[src/rtl/sdram_arb_pkg.sv]
// +----------------------------------------------------------------------+
// | sdram_arb_pkg : shared types and helpers for sdram_bus_arbiter       |
// | Rev 1.0                                                              |
// +----------------------------------------------------------------------+
`default_nettype none

package sdram_arb_pkg;

    localparam int MAX_BEATS = 8;

    typedef enum logic [1:0] {
        IDLE  = 2'd0,
        CMD   = 2'd1,
        RDATA = 2'd2
    } arb_state_t;

    // Codes 4..7 all saturate at the 8-beat maximum.
    function automatic logic [3:0] burst_beats(input logic burst, input logic [2:0] burst_len);
        if (!burst) begin
            return 4'd1;
        end else if (burst_len[2]) begin
            return 4'd8;
        end else begin
            return 4'd1 << burst_len[1:0];
        end
    endfunction

endpackage

`default_nettype wire

[src/rtl/sdram_bus_arbiter_rr_arbiter.sv]
// +----------------------------------------------------------------------+
// | rr_arbiter : combinational circular priority search from ptr         |
// | Rev 1.0                                                              |
// +----------------------------------------------------------------------+
`default_nettype none

module rr_arbiter
    import sdram_arb_pkg::*;
#(
    parameter int NREQ = 2,
    parameter int PW   = $clog2(NREQ)
) (
    input  logic [NREQ-1:0] req,
    input  logic [PW-1:0]   ptr,
    output logic [NREQ-1:0] grant,
    output logic [PW-1:0]   idx
);

    int   cand;
    logic found;

    always_comb begin
        grant = '0;
        idx   = '0;
        found = 1'b0;
        cand  = 0;
        for (int i = 0; i < NREQ; i++) begin
            cand = int'(ptr) + i;
            if (cand >= NREQ) begin
                cand = cand - NREQ;
            end
            if (!found && req[cand]) begin
                found       = 1'b1;
                grant[cand] = 1'b1;
                idx         = PW'(cand);
            end
        end
    end

endmodule

`default_nettype wire

[src/rtl/sdram_bus_arbiter.sv]
// +----------------------------------------------------------------------+
// | sdram_bus_arbiter : round-robin owner arbitration for the SDRAM bus  |
// | Rev 1.0                                                              |
// +----------------------------------------------------------------------+
`default_nettype none

module sdram_bus_arbiter
    import sdram_arb_pkg::*;
#(
    parameter int NREQ = 2,
    parameter int AW   = 23,
    parameter int DW   = 16
) (
    input  logic                   clk,
    input  logic                   rst,
    input  logic [NREQ-1:0]        m_req_read,
    input  logic [NREQ-1:0]        m_req_write,
    input  logic [NREQ*AW-1:0]     m_req_addr,
    input  logic [NREQ-1:0]        m_req_burst,
    input  logic [NREQ*3-1:0]      m_req_burst_len,
    input  logic [NREQ*DW-1:0]     m_req_wdata,
    input  logic [NREQ*DW/8-1:0]   m_req_byteenable,
    output logic [NREQ-1:0]        m_req_ready,
    output logic [NREQ-1:0]        m_rsp_valid,
    output logic [DW-1:0]          m_rsp_rdata,
    output logic [NREQ-1:0]        m_grant,
    output logic                   s_req_read,
    output logic                   s_req_write,
    output logic [AW-1:0]          s_req_addr,
    output logic                   s_req_burst,
    output logic [2:0]             s_req_burst_len,
    output logic [DW-1:0]          s_req_wdata,
    output logic [DW/8-1:0]        s_req_byteenable,
    input  logic                   s_req_ready,
    input  logic                   s_rsp_valid,
    input  logic [DW-1:0]          s_rsp_rdata
);

    localparam int PW = $clog2(NREQ);
    localparam int BW = DW / 8;
    localparam int CW = $clog2(MAX_BEATS) + 1;

    arb_state_t      state;
    logic [PW-1:0]   owner;
    logic [PW-1:0]   rr_ptr;
    logic [NREQ-1:0] grant;
    logic [CW-1:0]   beats;
    logic            started;

    logic [NREQ-1:0] req_any;
    logic [NREQ-1:0] win_onehot;
    logic [PW-1:0]   win_idx;
    logic [PW-1:0]   next_ptr;
    logic            own_read;
    logic            own_write;
    logic            in_cmd;
    logic            in_rdata;

    assign req_any   = m_req_read | m_req_write;
    assign own_read  = m_req_read[owner];
    assign own_write = m_req_write[owner];
    assign in_cmd    = (state == CMD);
    assign in_rdata  = (state == RDATA);
    assign next_ptr  = (win_idx == PW'(NREQ - 1)) ? '0 : win_idx + 1'b1;

    rr_arbiter #(
        .NREQ (NREQ),
        .PW   (PW)
    ) u_rr_arbiter (
        .req   (req_any),
        .ptr   (rr_ptr),
        .grant (win_onehot),
        .idx   (win_idx)
    );

    always_ff @(posedge clk or posedge rst) begin
        if (rst) begin
            state   <= IDLE;
            owner   <= '0;
            rr_ptr  <= '0;
            grant   <= '0;
            beats   <= '0;
            started <= 1'b0;
        end else begin
            case (state)
                IDLE: begin
                    if (|req_any) begin
                        owner   <= win_idx;
                        grant   <= win_onehot;
                        beats   <= burst_beats(m_req_burst[win_idx], m_req_burst_len[win_idx*3 +: 3]);
                        rr_ptr  <= next_ptr;
                        started <= 1'b0;
                        state   <= CMD;
                    end
                end
                CMD: begin
                    if (own_read) begin
                        if (s_req_ready) begin
                            state <= RDATA;
                        end
                    end else if (own_write) begin
                        if (s_req_ready) begin
                            started <= 1'b1;
                            beats   <= beats - 1'b1;
                            if (beats == CW'(1)) begin
                                state <= IDLE;
                                grant <= '0;
                            end
                        end
                    end else if (!started) begin
                        // Owner withdrew before any beat moved: release without bus traffic.
                        state <= IDLE;
                        grant <= '0;
                        beats <= '0;
                    end
                end
                RDATA: begin
                    if (s_rsp_valid) begin
                        beats <= beats - 1'b1;
                        if (beats == CW'(1)) begin
                            state <= IDLE;
                            grant <= '0;
                        end
                    end
                end
                default: begin
                    state <= IDLE;
                    grant <= '0;
                end
            endcase
        end
    end

    // Forwarding is a pure mux off the registered owner, so each beat costs no extra cycle.
    always_comb begin
        s_req_read       = 1'b0;
        s_req_write      = 1'b0;
        s_req_addr       = '0;
        s_req_burst      = 1'b0;
        s_req_burst_len  = '0;
        s_req_wdata      = '0;
        s_req_byteenable = '0;
        m_req_ready      = '0;
        if (in_cmd) begin
            s_req_read       = own_read;
            s_req_write      = own_write & ~own_read;
            s_req_addr       = m_req_addr[owner*AW +: AW];
            s_req_burst      = m_req_burst[owner];
            s_req_burst_len  = m_req_burst_len[owner*3 +: 3];
            s_req_wdata      = m_req_wdata[owner*DW +: DW];
            s_req_byteenable = m_req_byteenable[owner*BW +: BW];
            m_req_ready      = s_req_ready ? grant : '0;
        end
    end

    assign m_rsp_valid = (in_rdata && s_rsp_valid) ? grant : '0;
    assign m_rsp_rdata = in_rdata ? s_rsp_rdata : '0;
    assign m_grant     = grant;

endmodule

`default_nettype wire
[config.mk]
export PLATFORM = sky130hd
export DESIGN_NAME = sdram_bus_arbiter
export DESIGN_NICKNAME = d
export VERILOG_FILES = /design/src/rtl/sdram_arb_pkg.sv /design/src/rtl/sdram_bus_arbiter_rr_arbiter.sv /design/src/rtl/sdram_bus_arbiter.sv
export SDC_FILE = /design/constraint.sdc
export NUM_CORES = 1
export LEC_CHECK = 0
export ABC_AREA = 1
export BUFFER_PORTS_ARGS = -buffer_cell sky130_fd_sc_hd__buf_4
export CORE_MARGIN = 8
export CORE_UTILIZATION = 39
export DETAILED_ROUTE_END_ITERATION = 16
export PLACE_DENSITY = 0.87
export SYNTH_ARGS = -nofsm -noshare
export SYNTH_HDL_FRONTEND = slang
export SYNTH_HIERARCHICAL = 1
export SYNTH_SLANG_ARGS = --single-unit
export TNS_END_PERCENT = 5
[constraint.sdc]
create_clock -name clk -period 2.9 [get_ports clk]
set_clock_uncertainty 0.05 [all_clocks]
set_input_delay 0 -clock clk [delete_from_list [all_inputs] [get_ports clk]]
set_output_delay 0 -clock clk [all_outputs]
set_load 0.02 [all_outputs]
==> run summary <==
Tcrit/Tclk final: 0.752
Crit end category: primary output
Fmax: 458 MHz
Die area: 0.00704 sq mm
Later-pin clock latency in the skew report: 0.24 ns
Metal-1 WL: 3440 um
Commonest cells after routing, fill and taps aside: buf_4 (185), nor2_1 (97), nand2_1 (75)
Cell chosen for the clock root: clkbuf_8
Commonest non-fill, non-tap cell in the layout: buf_4
Fill cell count: 407
Final setup vio count: 0
DRT iter0 DRCs: 153
Total Nets Final: 645
CTS buffer count: 3
Core area: 0.00438 sq mm
Mapped Area: 0.00180 sq mm
Worst path arrival time: 2.13 ns
Global Route Usage Sum: 0.238
Finished Core Util: 0.735
Post-synth top area share: 0.203
Synth warn: 6
Die Ht: 83.9 um
DP Cell Count: 571
Antenna Violating Nets Remaining: 0
Std-Cell Rows: 24
Maximum VDD drop: 0.570 mV
RD Place Congestion: 0.984
Initial Utilization: 0.410
Top cells by area, synth: nor2_1 (20%), o21ai_0 (16%), nand2_1 (16%), dfrtp_1 (15%), inv_1 (10%)
Worst Path Required: 2.85 ns
Hpwl dp: 7520 um
Top cell type by total area after synthesis: nor2_1
Final non-filler cell total: 576
#FFs+latches synth: 11
Drt wl/cell: 15.5 um
Cells after Synth: 352
Hold crit path type: primary input to register
RSZ-0062 raised after global routing: no
Post-synth cell types: 27
Max FO, Critical Path: 30
Sequential share of power: 0.104
Syn nets: 472
Clock share of power: 0.054
Comb pwr share: 0.842
Number of synthesized flops with an enable pin: 0
Fin crit period: 2.18 ns
First-pass GRT wire length: 13900 um
DRC: 0
Final WL: 8920 um
Status: complete, no violations
Net Sw Frac: 0.574
Post-synth ARST share: 1.00
Drt pass-1 iters: 4
Io pins: 183
Vias in the first global route: 2653
Syn Area/Cell: 5.10 sq um
Hold Fails Final Rpt: 0
Power Density: 889 mW/mm^2
Count of pins over their slew limit: 0
Final setup TNS: 0 ns
Slew Limit Headroom: 0.472
Kind of critical path: register to primary output
Clock slew at reported path FFs: 0.05 ns
Post-synthesis sequential area ratio: 0.153
Metal3 WL: 640 um
Number of vias per cell: 4.79
Area grow syn2layout: 79.5%
Maxcap violations: 0
Internal: 1.22 mW
Worst slew pin tran: 0.792 ns
Pin count of the biggest net entering global routing: 32
Total Power: 2.87 mW
Met2 WL post-DR: 4740 um
Port buffer count: 182
Ys flop type: dfrtp_1
H-Tree Depth: 1
Via count: 2760
Max clock buf depth: 2
Die X: 83.9 um
Psw: 1.65 mW
CTS sink cnt: 11
N_diodes: 0
Ratio of cells with drive above 1 in the final layout: 0.380
Grt total ovfl: 0
Element type at the critical path start: register
TritonCTS clock tree: done
Initial antenna violation count: 0
Leakage Power: 1.97 nW
Max layer used: met4
## routing by layer
metal,vias to the layer above,GRT usage
met4,0,0.0330
li1,1436,-
met2,111,0.457
met1,1205,0.263
met5,-,0
met3,8,0.0479
## timing repair
item | in CTS | in global routing
hold buffers | 1 | 0
hold endpoints to repair | 11 | 0
gates resized for setup | 0 | 0
buffers inserted | 0 | 0
## synthesized netlist by cell type (2+ instances only)
master and n:
a21oi_1 8, buf_2 2, clkbuf_1 14, dfrtp_1 11
ha_1 6, inv_1 48, inv_2 2, nand2_1 75
nand2_2 3, nand3_1 10, nand4_1 4, nor2_1 97
nor3_1 2, o21ai_0 57
## critical path, stage by stage (launching register included)
cell	delay (ns)
dfrtp_1	0.41
inv_1	0.11
ha_1	0.55
buf_4	0.38
o21ai_0	0.13
a21oi_1	0.13
buf_4	0.16
## path summary, 6_finish.rpt
| check | depth (start not counted) | to | slack [ns] | from |
|---|---|---|---|---|
| max in group asynchronous | 3 | beats[2] | 2.21 | rst |
| min in group asynchronous | 3 | started | 0.28 | rst |
| max | 6 | s_req_burst_len[2] | 0.72 | state[1] |
| min | 6 | owner | 0.21 | m_req_write[0] |
| min reg2reg | 2 | started | 0.45 | started |
| max reg2reg | 9 | state[1] | 0.79 | state[0] |
## per-stage QoR
stage	hold slack, ns	instance area (sq um)	setup slack, ns
after floorplan	-0.198	1800	1.26
after global placement	-0.0193	3170	0.889
after detailed placement	-0.0161	3170	0.813
after CTS	0.204	3220	0.744
after global routing	0.254	3220	0.518
final	0.209	3220	0.718
## power by group through the flow
stage               logic (mW)  registers (mW)  clock network [mW]
global route              2.66           0.310               0.167
floorplan                 1.53           0.274                   0
global placement          2.37           0.294                   0
finish                    2.41           0.297               0.155
detailed placement        2.41           0.296                   0
CTS                       2.41           0.296               0.158
## final cells by class
cell class	count	area, sq um	area share
clock buffer	4	45.0	0.0140
inverter	50	188	0.0582
multi-input combinational	273	1250	0.388
sequential	11	275	0.0854
tap	52	65.1	0.0202
timing repair buffer	186	1400	0.434
## registers in the layout, indices dropped and copies added (netlist names)
signal   flops
rr_ptr       1
owner        1
state        2
started      1
m_grant      2
beats        4
## cell families (layout without fill, tap and decap cells)
logic type	Yosys count	in the layout	share of synthesized area
AOI/OAI and AO/OA	70	70	0.208
xor gates and xnor gates	1	1	0.00488
adders and majority gates	6	6	0.0418
buffers and inverters	68	240	0.150
DFF	11	11	0.153
and+or+nand+nor	196	196	0.443
(Power assumes the default switching activity.)
